===== src/rtl/axi_rd_arbiter_if.sv =====
// One AXI4 read channel (AR + R). The master modport issues AR and accepts R;
// the slave modport accepts AR and returns R.
interface axi_rd_arbiter_if #(
  parameter int ADDR_W = 32,
  parameter int DATA_W = 32
);
  logic [ADDR_W-1:0] araddr;
  logic [7:0]        arlen;
  logic [2:0]        arsize;
  logic              arid;
  logic              arvalid;
  logic              arready;
  logic [DATA_W-1:0] rdata;
  logic              rlast;
  logic              rvalid;
  logic              rready;

  modport master (
    output araddr, arlen, arsize, arid, arvalid, rready,
    input  arready, rdata, rlast, rvalid
  );

  modport slave (
    input  araddr, arlen, arsize, arvalid, rready,
    output arready, rdata, rlast, rvalid
  );
endinterface


===== src/rtl/axi_rd_arbiter.sv =====
// Two-port AXI4 read arbiter: port 0 = I-cache, port 1 = D-cache, one burst at a time.
// Define AXI_RD_ARB_RR_EN for round-robin tie-break; otherwise port 1 wins ties.
module axi_rd_arbiter #(
  parameter int ADDR_W = 32,
  parameter int DATA_W = 32
) (
  input  logic                  clk,
  input  logic                  rst,
  axi_rd_arbiter_if.slave       s0_if,
  axi_rd_arbiter_if.slave       s1_if,
  axi_rd_arbiter_if.master      m_if
);

  typedef enum logic [1:0] {
    IDLE = 2'd0,
    ADDR = 2'd1,
    DATA = 2'd2
  } state_t;

  state_t r_state, w_state_nxt;
  logic   r_grant, w_grant_nxt;
  logic   w_tie_winner;
  logic   w_r_done;

  logic [ADDR_W-1:0] w_araddr [2];
  logic [7:0]        w_arlen  [2];
  logic [2:0]        w_arsize [2];
  logic [1:0]        w_arvalid;
  logic [1:0]        w_rready;
  logic [1:0]        w_arready;
  logic [1:0]        w_rvalid;

  logic [ADDR_W-1:0] w_m_araddr;
  logic [7:0]        w_m_arlen;
  logic [2:0]        w_m_arsize;
  logic              w_m_arvalid;
  logic              w_m_rready;

  assign w_araddr[0]  = s0_if.araddr;
  assign w_araddr[1]  = s1_if.araddr;
  assign w_arlen[0]   = s0_if.arlen;
  assign w_arlen[1]   = s1_if.arlen;
  assign w_arsize[0]  = s0_if.arsize;
  assign w_arsize[1]  = s1_if.arsize;
  assign w_arvalid    = {s1_if.arvalid, s0_if.arvalid};
  assign w_rready     = {s1_if.rready, s0_if.rready};

  assign w_r_done = (r_state == DATA) & m_if.rvalid & w_m_rready & m_if.rlast;

`ifdef AXI_RD_ARB_RR_EN
  logic r_last;

  always_ff @(posedge clk) begin
    if (rst)           r_last <= 1'b0;
    else if (w_r_done) r_last <= r_grant;
  end

  assign w_tie_winner = ~r_last;
`else
  assign w_tie_winner = 1'b1;
`endif

  // NOTE: state registers use non-blocking assignments so every flop samples
  // the pre-edge values; reset is synchronous to match the rest of the core.
  always_ff @(posedge clk) begin
    if (rst) begin
      r_state <= IDLE;
      r_grant <= 1'b0;
    end else begin
      r_state <= w_state_nxt;
      r_grant <= w_grant_nxt;
    end
  end

  // NOTE: every signal driven here gets a default first so no path leaves it
  // unassigned, which would otherwise infer a latch.
  always_comb begin
    w_state_nxt = r_state;
    w_grant_nxt = r_grant;
    w_arready   = '0;
    w_rvalid    = '0;
    w_m_araddr  = '0;
    w_m_arlen   = '0;
    w_m_arsize  = '0;
    w_m_arvalid = 1'b0;
    w_m_rready  = 1'b0;

    case (r_state)
      IDLE: begin
        if (|w_arvalid) begin
          w_state_nxt = ADDR;
          w_grant_nxt = (&w_arvalid) ? w_tie_winner : w_arvalid[1];
        end
      end
      ADDR: begin
        w_m_araddr           = w_araddr[r_grant];
        w_m_arlen            = w_arlen[r_grant];
        w_m_arsize           = w_arsize[r_grant];
        w_m_arvalid          = w_arvalid[r_grant];
        w_arready[r_grant]   = m_if.arready;
        if (w_m_arvalid && m_if.arready) w_state_nxt = DATA;
      end
      DATA: begin
        w_m_rready        = w_rready[r_grant];
        w_rvalid[r_grant] = m_if.rvalid;
        if (m_if.rvalid && w_m_rready && m_if.rlast) w_state_nxt = IDLE;
      end
      default: w_state_nxt = IDLE;
    endcase
  end

  assign m_if.araddr  = w_m_araddr;
  assign m_if.arlen   = w_m_arlen;
  assign m_if.arsize  = w_m_arsize;
  assign m_if.arid    = r_grant;
  assign m_if.arvalid = w_m_arvalid;
  assign m_if.rready  = w_m_rready;

  // R data and last are broadcast; only rvalid selects the receiving cache.
  assign s0_if.arready = w_arready[0];
  assign s1_if.arready = w_arready[1];
  assign s0_if.rvalid  = w_rvalid[0];
  assign s1_if.rvalid  = w_rvalid[1];
  assign s0_if.rdata   = m_if.rdata;
  assign s1_if.rdata   = m_if.rdata;
  assign s0_if.rlast   = m_if.rlast;
  assign s1_if.rlast   = m_if.rlast;

endmodule


===== src/flat_wrapper.sv =====
// flat-port wrapper written by rule: the top's interface ports become plain ports
module axi_rd_arbiter_flat 
#(
  parameter int ADDR_W = 32,
  parameter int DATA_W = 32
)
  (clk, rst, s0_if_araddr, s0_if_arlen, s0_if_arsize, s0_if_arvalid, s0_if_rready, s0_if_arready, s0_if_rdata, s0_if_rlast, s0_if_rvalid, s1_if_araddr, s1_if_arlen, s1_if_arsize, s1_if_arvalid, s1_if_rready, s1_if_arready, s1_if_rdata, s1_if_rlast, s1_if_rvalid, m_if_araddr, m_if_arlen, m_if_arsize, m_if_arid, m_if_arvalid, m_if_rready, m_if_arready, m_if_rdata, m_if_rlast, m_if_rvalid);
  axi_rd_arbiter_if #(.ADDR_W(ADDR_W), .DATA_W(DATA_W)) s0_if_i ();
  axi_rd_arbiter_if #(.ADDR_W(ADDR_W), .DATA_W(DATA_W)) s1_if_i ();
  axi_rd_arbiter_if #(.ADDR_W(ADDR_W), .DATA_W(DATA_W)) m_if_i ();
  input  logic clk;
  input  logic rst;
  input wire logic [$bits(s0_if_i.araddr)-1:0] s0_if_araddr;
  input wire logic [$bits(s0_if_i.arlen)-1:0] s0_if_arlen;
  input wire logic [$bits(s0_if_i.arsize)-1:0] s0_if_arsize;
  input wire logic [$bits(s0_if_i.arvalid)-1:0] s0_if_arvalid;
  input wire logic [$bits(s0_if_i.rready)-1:0] s0_if_rready;
  output wire logic [$bits(s0_if_i.arready)-1:0] s0_if_arready;
  output wire logic [$bits(s0_if_i.rdata)-1:0] s0_if_rdata;
  output wire logic [$bits(s0_if_i.rlast)-1:0] s0_if_rlast;
  output wire logic [$bits(s0_if_i.rvalid)-1:0] s0_if_rvalid;
  input wire logic [$bits(s1_if_i.araddr)-1:0] s1_if_araddr;
  input wire logic [$bits(s1_if_i.arlen)-1:0] s1_if_arlen;
  input wire logic [$bits(s1_if_i.arsize)-1:0] s1_if_arsize;
  input wire logic [$bits(s1_if_i.arvalid)-1:0] s1_if_arvalid;
  input wire logic [$bits(s1_if_i.rready)-1:0] s1_if_rready;
  output wire logic [$bits(s1_if_i.arready)-1:0] s1_if_arready;
  output wire logic [$bits(s1_if_i.rdata)-1:0] s1_if_rdata;
  output wire logic [$bits(s1_if_i.rlast)-1:0] s1_if_rlast;
  output wire logic [$bits(s1_if_i.rvalid)-1:0] s1_if_rvalid;
  output wire logic [$bits(m_if_i.araddr)-1:0] m_if_araddr;
  output wire logic [$bits(m_if_i.arlen)-1:0] m_if_arlen;
  output wire logic [$bits(m_if_i.arsize)-1:0] m_if_arsize;
  output wire logic [$bits(m_if_i.arid)-1:0] m_if_arid;
  output wire logic [$bits(m_if_i.arvalid)-1:0] m_if_arvalid;
  output wire logic [$bits(m_if_i.rready)-1:0] m_if_rready;
  input wire logic [$bits(m_if_i.arready)-1:0] m_if_arready;
  input wire logic [$bits(m_if_i.rdata)-1:0] m_if_rdata;
  input wire logic [$bits(m_if_i.rlast)-1:0] m_if_rlast;
  input wire logic [$bits(m_if_i.rvalid)-1:0] m_if_rvalid;
  assign s0_if_i.araddr = s0_if_araddr;
  assign s0_if_i.arlen = s0_if_arlen;
  assign s0_if_i.arsize = s0_if_arsize;
  assign s0_if_i.arvalid = s0_if_arvalid;
  assign s0_if_i.rready = s0_if_rready;
  assign s0_if_arready = s0_if_i.arready;
  assign s0_if_rdata = s0_if_i.rdata;
  assign s0_if_rlast = s0_if_i.rlast;
  assign s0_if_rvalid = s0_if_i.rvalid;
  assign s1_if_i.araddr = s1_if_araddr;
  assign s1_if_i.arlen = s1_if_arlen;
  assign s1_if_i.arsize = s1_if_arsize;
  assign s1_if_i.arvalid = s1_if_arvalid;
  assign s1_if_i.rready = s1_if_rready;
  assign s1_if_arready = s1_if_i.arready;
  assign s1_if_rdata = s1_if_i.rdata;
  assign s1_if_rlast = s1_if_i.rlast;
  assign s1_if_rvalid = s1_if_i.rvalid;
  assign m_if_araddr = m_if_i.araddr;
  assign m_if_arlen = m_if_i.arlen;
  assign m_if_arsize = m_if_i.arsize;
  assign m_if_arid = m_if_i.arid;
  assign m_if_arvalid = m_if_i.arvalid;
  assign m_if_rready = m_if_i.rready;
  assign m_if_i.arready = m_if_arready;
  assign m_if_i.rdata = m_if_rdata;
  assign m_if_i.rlast = m_if_rlast;
  assign m_if_i.rvalid = m_if_rvalid;
  axi_rd_arbiter #(.ADDR_W(ADDR_W), .DATA_W(DATA_W)) u_core (.clk(clk), .rst(rst), .s0_if(s0_if_i), .s1_if(s1_if_i), .m_if(m_if_i));
endmodule

===== config.mk =====
export PLATFORM = sky130hd
export DESIGN_NAME = axi_rd_arbiter_flat
export DESIGN_NICKNAME = d
export VERILOG_FILES = /design/src/rtl/axi_rd_arbiter_if.sv /design/src/rtl/axi_rd_arbiter.sv /design/src/flat_wrapper.sv
export SDC_FILE = /design/constraint.sdc
export NUM_CORES = 1
export LEC_CHECK = 0
export ABC_AREA = 1
export BUFFER_PORTS_ARGS = -buffer_cell sky130_fd_sc_hd__buf_4
export CAP_MARGIN = 30
export CORE_AREA = 2 2 93 95
export DETAILED_ROUTE_END_ITERATION = 8
export DIE_AREA = 0 0 95 97
export MAX_ROUTING_LAYER = met4
export PLACE_DENSITY = 0.65
export SYNTH_ARGS = -nofsm -noshare
export SYNTH_HDL_FRONTEND = slang
export SYNTH_SLANG_ARGS = --single-unit

===== constraint.sdc =====
create_clock -name clk -period 2.4 [get_ports clk]
set_input_delay 0.36 -clock clk [delete_from_list [all_inputs] [get_ports clk]]
set_output_delay 0.36 -clock clk [all_outputs]
set_load 0.02 [all_outputs]

==> results of run 1 <==
## synthesized netlist by cell type, drive strengths merged
| master | count | area share |
|---|---|---|
| a21oi | 48 | 0.20 |
| buf | 80 | 0.44 |
| dfxtp | 3 | 0.041 |
| inv | 8 | 0.021 |
| nand2 | 99 | 0.26 |
| nand4 | 1 | 0.0043 |
| nor2 | 3 | 0.0094 |
| nor3 | 4 | 0.021 |
| o21ai | 1 | 0.0034 |
## metal layers
layer / part of all wire / vias to the layer above / GRT usage
met5: 0 / - / -
met4: 0.017 / 0 / 0.0334
met3: 0.084 / 7 / 0.0202
met2: 0.55 / 114 / 0.208
met1: 0.35 / 751 / 0.0844
li1: - / 852 / -
## worst max-delay path: stages, from the launching register on
cell and delay [ns]:
sky130_fd_sc_hd__dfxtp_1 0.33, sky130_fd_sc_hd__inv_2 0.06, sky130_fd_sc_hd__nor2_2 0.04, sky130_fd_sc_hd__inv_2 0.67, sky130_fd_sc_hd__a21oi_1 0.12, sky130_fd_sc_hd__buf_4 0.21
## cells by family after synthesis
group	share of synthesized area
buffers and inverters	0.461
AOI/OAI and AO/OA	0.204
and+or+nand+nor	0.294
DFF	0.0412
## registers in the layout, indices dropped and copies added (netlist names)
signal	flops
u_core.r_state	2
u_core.m_if.arid	1
## layout make-up
| cell class | count | area [µm²] |
|---|---|---|
| multi-input combinational | 156 | 727 |
| timing repair buffer | 148 | 1120 |
| fill | 874 | 6020 |
| sequential | 3 | 61.3 |
| tap | 105 | 131 |
| clock buffer | 4 | 45.0 |
| inverter | 8 | 30.0 |
## power by group through the flow
stage | registers (W) | logic (W) | clock network [W]
global route | 0.0000603 | 0.000571 | 0.000158
finish | 0.0000592 | 0.000528 | 0.000151
global placement | 0.0000593 | 0.000525 | 0
detailed placement | 0.0000598 | 0.000531 | 0
CTS | 0.0000591 | 0.000533 | 0.000154
floorplan | 0.0000619 | 0.000457 | 0
## through the flow
step / total power [W] / setup slack [ns]
after detailed placement: 0.000591 / 0.586
after floorplan: 0.000519 / 0.823
after global placement: 0.000584 / 0.610
final: 0.000738 / 0.369
after global routing: 0.000790 / 0.214
after CTS: 0.000746 / 0.351
## worst paths after layout
check                    start           endpoint  cells after the start
max          u_core.r_state[0]      m_if_arlen[3]                      5
min reg2reg  u_core.r_state[0]  u_core.r_state[1]                      2
max reg2reg   u_core.m_if.arid  u_core.r_state[0]                      6
min                        rst  u_core.r_state[1]                      2
## cell usage in the layout (no fill, tap or decap), types with 2 or more instances in the layout
cell type	n
sky130_fd_sc_hd__nor2_1	2
sky130_fd_sc_hd__a21oi_2	14
sky130_fd_sc_hd__buf_4	147
sky130_fd_sc_hd__nor3_2	2
sky130_fd_sc_hd__dfxtp_1	2
sky130_fd_sc_hd__nand2_1	98
sky130_fd_sc_hd__a21oi_1	34
sky130_fd_sc_hd__inv_2	3
sky130_fd_sc_hd__clkbuf_8	3
sky130_fd_sc_hd__inv_1	5
sky130_fd_sc_hd__nor3_1	2
==> results.json, run 1 <==
{
  "clock_tree.htree_level_count": 1,
  "min_path_type": "in -> reg",
  "fp-row-count": 33,
  "power.static_leakage_nw": 1.12,
  "tritoncts": "yes",
  "die_height_um": 97,
  "post-route-cell-area_um2": 2120,
  "total_vias_in_the_final_route": 1724,
  "initialDrtViolationCount": 45,
  "drt-vias-per-instance": 4.07,
  "largest_net_degree_at_the_start_of_global_routing": 50,
  "diodes": 0,
  "core_area_um2": 8130,
  "cts-hold-fix-buffers": 0,
  "grt_remaining_overflow": 0,
  "setup.worst_path.end_class": "output port",
  "kind_of_critical_path": "reg -> out",
  "irDropWorstVdd_v": 0.000248,
  "clk_root_buffer_cell": "sky130_fd_sc_hd__clkbuf_8",
  "finalNetCount": 447,
  "dpl.cell_count": 420,
  "worst_reg_to_reg_setup_slack_ns": 1.10,
  "wire_length_of_the_first_global_routing_pass_um": 7460,
  "p_sw_w": 0.000328,
  "whs_ns": 0.311,
  "slew_viol_final": 0,
  "grt_setup_unrepaired": "false",
  "min_period_over_period": 0.846,
  "number_of_unique_standard_cell_types_used_by_synthesis": 15,
  "synthesis.area_um2": 1460,
  "totalWireLength_um": 5130,
  "die_w_um": 95,
  "power_frac_clock": 0.205,
  "post_synth_inst_count": 247,
  "run_status": "completed",
  "synthToLayoutAreaGrowth_pct": 45.2,
  "cts-buffers-inserted": 3,
  "drc": 0,
  "detailed_place_hpwl_um": 4090,
  "cts_setup_buffers": 0,
  "switching_share": 0.444,
  "numPortBuffers": 146,
  "finalNonFillerCells": 424,
  "comb_power_share": 0.715,
  "cts_buffer_depth": 2,
  "track_usage": 0.100,
  "fmax_mhz": 492,
  "setup.worst_path.start_class": "register",
  "clock-skew-final_ns": 0.00583,
  "place_area_um2": 2070,
  "ys_ff_latch": 3,
  "number_of_max_cap_violations": 0,
  "cellInternalPower_w": 0.000410,
  "drtAntennaViolNets": 0,
  "initial_utilization": 0.179,
  "max_slew_margin_vs_limit": 0.373,
  "pd_cells_nw_per_um2": 348,
  "number_of_antenna_violations_at_the_first_check_in_global_routing": 0,
  "clk_transition_reported_paths_ns": 0.03,
  "cts_resized": 0,
  "via_count_of_the_first_global_routing_pass": 1674,
  "gp_routability_congestion": 0.776,
  "sequentialPowerShare": 0.080,
  "worst-endpoint-arrival_ns": 1.67,
  "post_route_cells_drive_above_1_share": 0.542,
  "ys_warn_count": 0,
  "setup_viol": 0,
  "worstPathMaxFanout": 46,
  "timing.final.hold_violations": 0,
  "mappedNetlistNets": 374,
  "finalCoreUtilization": 0.260,
  "timing.final.crit_period_ns": 2.03,
  "detail_route.first_pass.iterations": 4,
  "average_cell_area_after_synthesis_um2": 5.91,
  "insertion_delay_ns": 0.22,
  "setup_total_negative_slack_ns": 0,
  "post_drt_wl_per_cell_um": 12.1,
  "tightestPinTransition_ns": 0.938,
  "clock_sink_count": 3,
  "io_pins": 243,
  "cp_data_required_time_ns": 2.04,
  "sequential_area_share_after_synthesis": 0.0412,
  "die_area_um2": 9220
}
No activity file was read; power rests on OpenSTA's default activity.
==> run 2: changes to the inputs <==
CORE_AREA = 2 2 95 97   (was 2 2 93 95)
DIE_AREA = 0 0 97 99   (was 0 0 95 97)
PLACE_DENSITY = 0.63   (was 0.65)
clock period = 1.93 ns   (was 2.4 ns; I/O delays follow)
==> results.json, run 2 (synthesis results as in run 1) <==
{
  "run_status": "completed",
  "cts-buffers-inserted": 3,
  "max_slew_margin_vs_limit": 0.637,
  "die_w_um": 97,
  "grt_setup_unrepaired": "false",
  "routed-wl-met3_um": 448,
  "timing.final.hold_violations": 0,
  "place_area_um2": 2080,
  "tritoncts": "yes",
  "largest_register_ff_count": 2,
  "min_period_over_period": 0.858,
  "largest_net_degree_at_the_start_of_global_routing": 47,
  "track_usage": 0.0916,
  "min_path_type": "in -> reg",
  "cts-hold-fix-buffers": 0,
  "total_power_consumption_of_the_routed_design_w": 0.000904,
  "route.top_layer_used": "met4",
  "drtAntennaViolNets": 0,
  "clk_root_buffer_cell": "sky130_fd_sc_hd__clkbuf_8",
  "drt-vias-per-instance": 4.03,
  "clock-skew-final_ns": 0.000474,
  "totalWireLength_um": 4830,
  "irDropWorstVdd_v": 0.000297,
  "numPortBuffers": 146,
  "fillers": 953,
  "gp_routability_congestion": 0.744,
  "finalNetCount": 449,
  "setup.worst_path.start_class": "register",
  "rr_worst_depth": 6,
  "fmax_mhz": 604,
  "die_height_um": 99,
  "cp_data_required_time_ns": 1.64,
  "cts_buffer_depth": 2,
  "met1_length_um": 1630,
  "final_critical_path_setup_slack_ns": 0.274,
  "tightestPinTransition_ns": 0.544,
  "die_area_um2": 9600,
  "initialDrtViolationCount": 29,
  "area.sequential_um2": 61.3,
  "grt_remaining_overflow": 0,
  "setup_total_negative_slack_ns": 0,
  "number_of_max_cap_violations": 0,
  "insertion_delay_ns": 0.22,
  "worst-endpoint-arrival_ns": 1.37,
  "diodes": 0,
  "placement.setup.worst_slack_ns": 0.214,
  "synthToLayoutAreaGrowth_pct": 45.8,
  "post_route_cells_drive_above_1_share": 0.545,
  "multi_input_area_um2": 727,
  "via_count_of_the_first_global_routing_pass": 1647,
  "detailed_place_hpwl_um": 3930,
  "final_cell_mix": "sky130_fd_sc_hd__buf_4 (150), sky130_fd_sc_hd__nand2_1 (98), sky130_fd_sc_hd__a21oi_1 (34), sky130_fd_sc_hd__a21oi_2 (14), sky130_fd_sc_hd__inv_1 (5)",
  "timing.final.crit_period_ns": 1.66,
  "drc": 0,
  "clock_tree.htree_level_count": 1,
  "fp-row-count": 34,
  "finalCoreUtilization": 0.249,
  "min_delay_path_depth": 2,
  "dr_wl_met2_um": 2580,
  "regMostFlops": "u_core.r_state",
  "slew_viol_final": 0,
  "wire_length_of_the_first_global_routing_pass_um": 7470,
  "pd_cells_nw_per_um2": 425,
  "power.static_leakage_nw": 1.12,
  "core_area_um2": 8550,
  "setup_viol": 0,
  "post_drt_wl_per_cell_um": 11.3,
  "setup.worst_path.end_class": "output port",
  "total_vias_in_the_final_route": 1727,
  "io_pins": 243,
  "kind_of_critical_path": "reg -> out",
  "worstPathMaxFanout": 46,
  "post-route-cell-area_um2": 2130,
  "layout.cells.most_common": "sky130_fd_sc_hd__buf_4",
  "initial_utilization": 0.171,
  "detail_route.first_pass.iterations": 4,
  "clk_transition_reported_paths_ns": 0.03,
  "clock_sink_count": 3,
  "number_of_antenna_violations_at_the_first_check_in_global_routing": 0
}
-- run 2: cell types whose count changed in the layout (fill, tap and decap cells not counted), sizes merged --
cell and delta:
buf +2
-- run 2: per-layer routing --
metal | track usage | vias to the layer above
met3 | 0.0213 | 21
met5 | - | -
met4 | 0.0401 | 0
li1 | - | 857
met2 | 0.173 | 104
met1 | 0.0895 | 745
-- run 2: final cells by class --
type / count / area share
clock buffers: 4 / 0.0212
multi-input cells: 156 / 0.342
well taps: 108 / 0.0635
repair buffers: 150 / 0.529
flip-flops and latches: 3 / 0.0288
inverters: 8 / 0.0153
-- run 2: worst max-delay path, cell delays in order, from the launching register on --
cell	delay, ns
sky130_fd_sc_hd__dfxtp_1	0.37
sky130_fd_sc_hd__inv_2	0.05
sky130_fd_sc_hd__nor2_2	0.14
sky130_fd_sc_hd__inv_4	0.22
sky130_fd_sc_hd__a21oi_1	0.19
sky130_fd_sc_hd__buf_4	0.16
-- run 2: final timing paths --
kind,end,slack (ns),startpoint
min,u_core.r_state[1],0.25,rst
min reg2reg,u_core.r_state[1],0.55,u_core.r_state[0]
max,m_if_araddr[19],0.27,u_core.r_state[0]
max reg2reg,u_core.r_state[1],0.78,u_core.m_if.arid
-- run 2: timing repair --
item | 4_1_cts | 5_1_grt
endpoints found under the setup margin | 11 | 0
buffers inserted | 0 | 0
resized for setup | 1 | 0
-- run 2: power breakdown --
part / total, W / switching [W] / internal (W)
logic: 0.000649 / 0.000349 / 0.000300
clock network: 0.000182 / 0.0000409 / 0.000141
registers: 0.0000737 / 0.00000519 / 0.0000685
-- run 2: stage by stage --
| step | hold WS (ns) | instances |
|---|---|---|
| global route | 0.250 | 429 |
| CTS | 0.245 | 429 |
| global placement | 0.468 | 425 |
| detailed placement | 0.471 | 425 |
| finish | 0.249 | 429 |
| floorplan | 0.352 | 247 |
==> run 3: changes to the inputs <==
ABC_AREA = not set   (was 1)
CORE_AREA = 2 2 94 96   (was 2 2 95 97)
DIE_AREA = 0 0 96 98   (was 0 0 97 99)
==> results.json, run 3 <==
{
  "run_status": "completed",
  "worst-endpoint-arrival_ns": 1.35,
  "layout.cells.most_common": "sky130_fd_sc_hd__buf_4",
  "crit_path_cell_trace": "buf_4 -> mux2i_1 -> nor2_1 -> buf_4",
  "final_critical_path_setup_slack_ns": 0.292,
  "synth.most_common_cell": "sky130_fd_sc_hd__buf_4",
  "post_synth_inst_count": 190,
  "post_synth_most_frequent_cells": "sky130_fd_sc_hd__buf_4 (69), sky130_fd_sc_hd__nor2_1 (47), sky130_fd_sc_hd__mux2i_1 (45)",
  "post_drt_wl_per_cell_um": 13.8,
  "setup.worst_path.start_class": "register",
  "busiest_layer": "met2",
  "tritoncts": "yes",
  "gr-usage-met2": 0.179,
  "clock-skew-final_ns": 0.00231,
  "largest_net_degree_at_the_start_of_global_routing": 45,
  "synth_top_cells_by_area": "sky130_fd_sc_hd__buf_4 (37%), sky130_fd_sc_hd__mux2i_1 (32%), sky130_fd_sc_hd__nor2_1 (12%)",
  "initialDrtViolationCount": 22,
  "setup_total_negative_slack_ns": 0,
  "cts_resized": 0,
  "clk_root_buffer_cell": "sky130_fd_sc_hd__clkbuf_8",
  "path_common_cell": "sky130_fd_sc_hd__buf_4",
  "insertion_delay_ns": 0.22,
  "setup_viol": 0,
  "synthToLayoutAreaGrowth_pct": 49.5,
  "detail_route.first_pass.iterations": 4,
  "placement.setup.worst_slack_ns": 0.519,
  "fillers": 911,
  "number_of_antenna_violations_at_the_first_check_in_global_routing": 0,
  "post_route_cells_drive_above_1_share": 0.579,
  "clock_tree.htree_level_count": 1,
  "clk_transition_reported_paths_ns": 0.03,
  "cts_buffer_depth": 2,
  "largest_register_ff_count": 2,
  "multi_input_area_um2": 734,
  "timing.final.crit_period_ns": 1.64,
  "area.sequential_um2": 61.3,
  "totalWireLength_um": 5150,
  "grt_use_met3": 0.0293,
  "detailed_place_hpwl_um": 4380,
  "initial_utilization": 0.167,
  "regMostFlops": "u_core.r_state",
  "gp_routability_congestion": 0.784,
  "drt-vias-per-instance": 3.91,
  "fmax_mhz": 610,
  "grt_setup_unrepaired": "false",
  "die_height_um": 98,
  "min_path_type": "in -> reg",
  "clock_sink_count": 3,
  "timing.final.hold_violations": 0,
  "kind_of_critical_path": "reg -> out",
  "cts-hold-fix-buffers": 0,
  "grt_remaining_overflow": 0,
  "finalNetCount": 394,
  "die_area_um2": 9410,
  "min_delay_path_depth": 2,
  "sequential_area_share_after_synthesis": 0.0424,
  "io_pins": 243,
  "total_vias_in_the_final_route": 1461,
  "number_of_max_cap_violations": 0,
  "fp-row-count": 34,
  "drc": 0,
  "pd_cells_nw_per_um2": 424,
  "slew_viol_final": 0,
  "via_count_of_the_first_global_routing_pass": 1363,
  "ys_ff_latch": 3,
  "cts_setup_buffers": 0,
  "irDropWorstVdd_v": 0.000119,
  "synth_enable_flop_cells": 0,
  "setup.worst_path.end_class": "output port",
  "diodes": 0,
  "gr-usage-met1": 0.0807,
  "yosysTopAreaCellShare": 0.365,
  "worstPathMaxFanout": 17,
  "min_period_over_period": 0.849,
  "track_usage": 0.0980,
  "wire_length_of_the_first_global_routing_pass_um": 6870,
  "synthesis.area_um2": 1420,
  "drtAntennaViolNets": 0,
  "max_slew_margin_vs_limit": 0.787,
  "die_w_um": 96,
  "number_of_unique_standard_cell_types_used_by_synthesis": 18,
  "ys_warn_count": 0,
  "final_cell_mix": "sky130_fd_sc_hd__buf_4 (147), sky130_fd_sc_hd__nor2_1 (47), sky130_fd_sc_hd__mux2i_1 (45), sky130_fd_sc_hd__nand2_1 (5)",
  "share_of_flip_flops_with_an_asynchronous_set_or_reset_after_synthesis": 0,
  "tightestPinTransition_ns": 0.318,
  "postSynth.topFlopCell": "sky130_fd_sc_hd__dfxtp_1",
  "power.static_leakage_nw": 1.08,
  "total_power_consumption_of_the_routed_design_w": 0.000898,
  "average_cell_area_after_synthesis_um2": 7.46,
  "cell_with_the_largest_stage_delay_on_the_worst_path": "sky130_fd_sc_hd__dfxtp_2",
  "cell_accounting_for_the_most_synthesized_area": "sky130_fd_sc_hd__buf_4",
  "numPortBuffers": 146,
  "rr_worst_depth": 4,
  "cts-buffers-inserted": 3,
  "core_area_um2": 8470,
  "mappedNetlistNets": 317,
  "slowest_delay_ns": 0.34,
  "cp_data_required_time_ns": 1.64
}
-- run 3: cell count changes after synthesis, sizes merged, moves of 2 or more --
cell and delta:
nor3 -3, nand2 -94, and3 +2, buf -3, a21oi -46, mux2i +45, nor2b +3, inv -8
nor2 +44
-- run 3: worst max-delay path: cells and delay by family (launching register included) --
kind	cells	cell delay, ns
muxes	1	0.30
buffers and inverters	2	0.43
and+or+nand+nor	1	0.06
DFF	1	0.34
-- run 3: logic make-up after synthesis --
family,Yosys count,share of synthesized area
buffers and inverters,77,0.440
AND/OR/NAND/NOR,60,0.177
multiplexers,45,0.318
AO/OA/AOI/OAI,5,0.0238
flip-flops,3,0.0424
-- run 3: path summary, 6_finish.rpt --
check	start	end	slack, ns
max	u_core.m_if.arid	m_if_arvalid	0.29
max reg2reg	u_core.m_if.arid	u_core.r_state[1]	0.67
min	rst	u_core.m_if.arid	0.25
min reg2reg	u_core.r_state[1]	u_core.r_state[0]	0.50
-- run 3: area by class of cell --
class                      instances  share of cell area
clock buffer                       4              0.0213
tap                              108              0.0638
multi-input combinational        110               0.347
timing repair buffer             149               0.540
sequential                         3              0.0289
-- run 3: where the power goes --
| group | internal [W] | switching, W |
|---|---|---|
| Combinational | 0.000331 | 0.000306 |
| Sequential | 0.0000680 | 0.00000603 |
| Clock | 0.000141 | 0.0000461 |
| Total | 0.000540 | 0.000358 |
-- run 3: metrics by stage --
| stage | instances | hold slack [ns] | util | instance area, µm² |
|---|---|---|---|---|
| global placement | 370 | 0.473 | 0.245 | 2070 |
| detailed placement | 370 | 0.475 | 0.245 | 2070 |
| global route | 374 | 0.250 | 0.250 | 2120 |
| finish | 374 | 0.246 | 0.250 | 2120 |
| floorplan | 190 | 0.359 | - | 1420 |
| CTS | 374 | 0.242 | 0.250 | 2120 |
-- run 3: routing by layer --
metal	routed length, µm	up-vias	share of wire
met5	0	-	0
met4	282	0	0.055
met3	780	40	0.15
met2	2560	101	0.50
met1	1530	616	0.30
li1	-	704	-
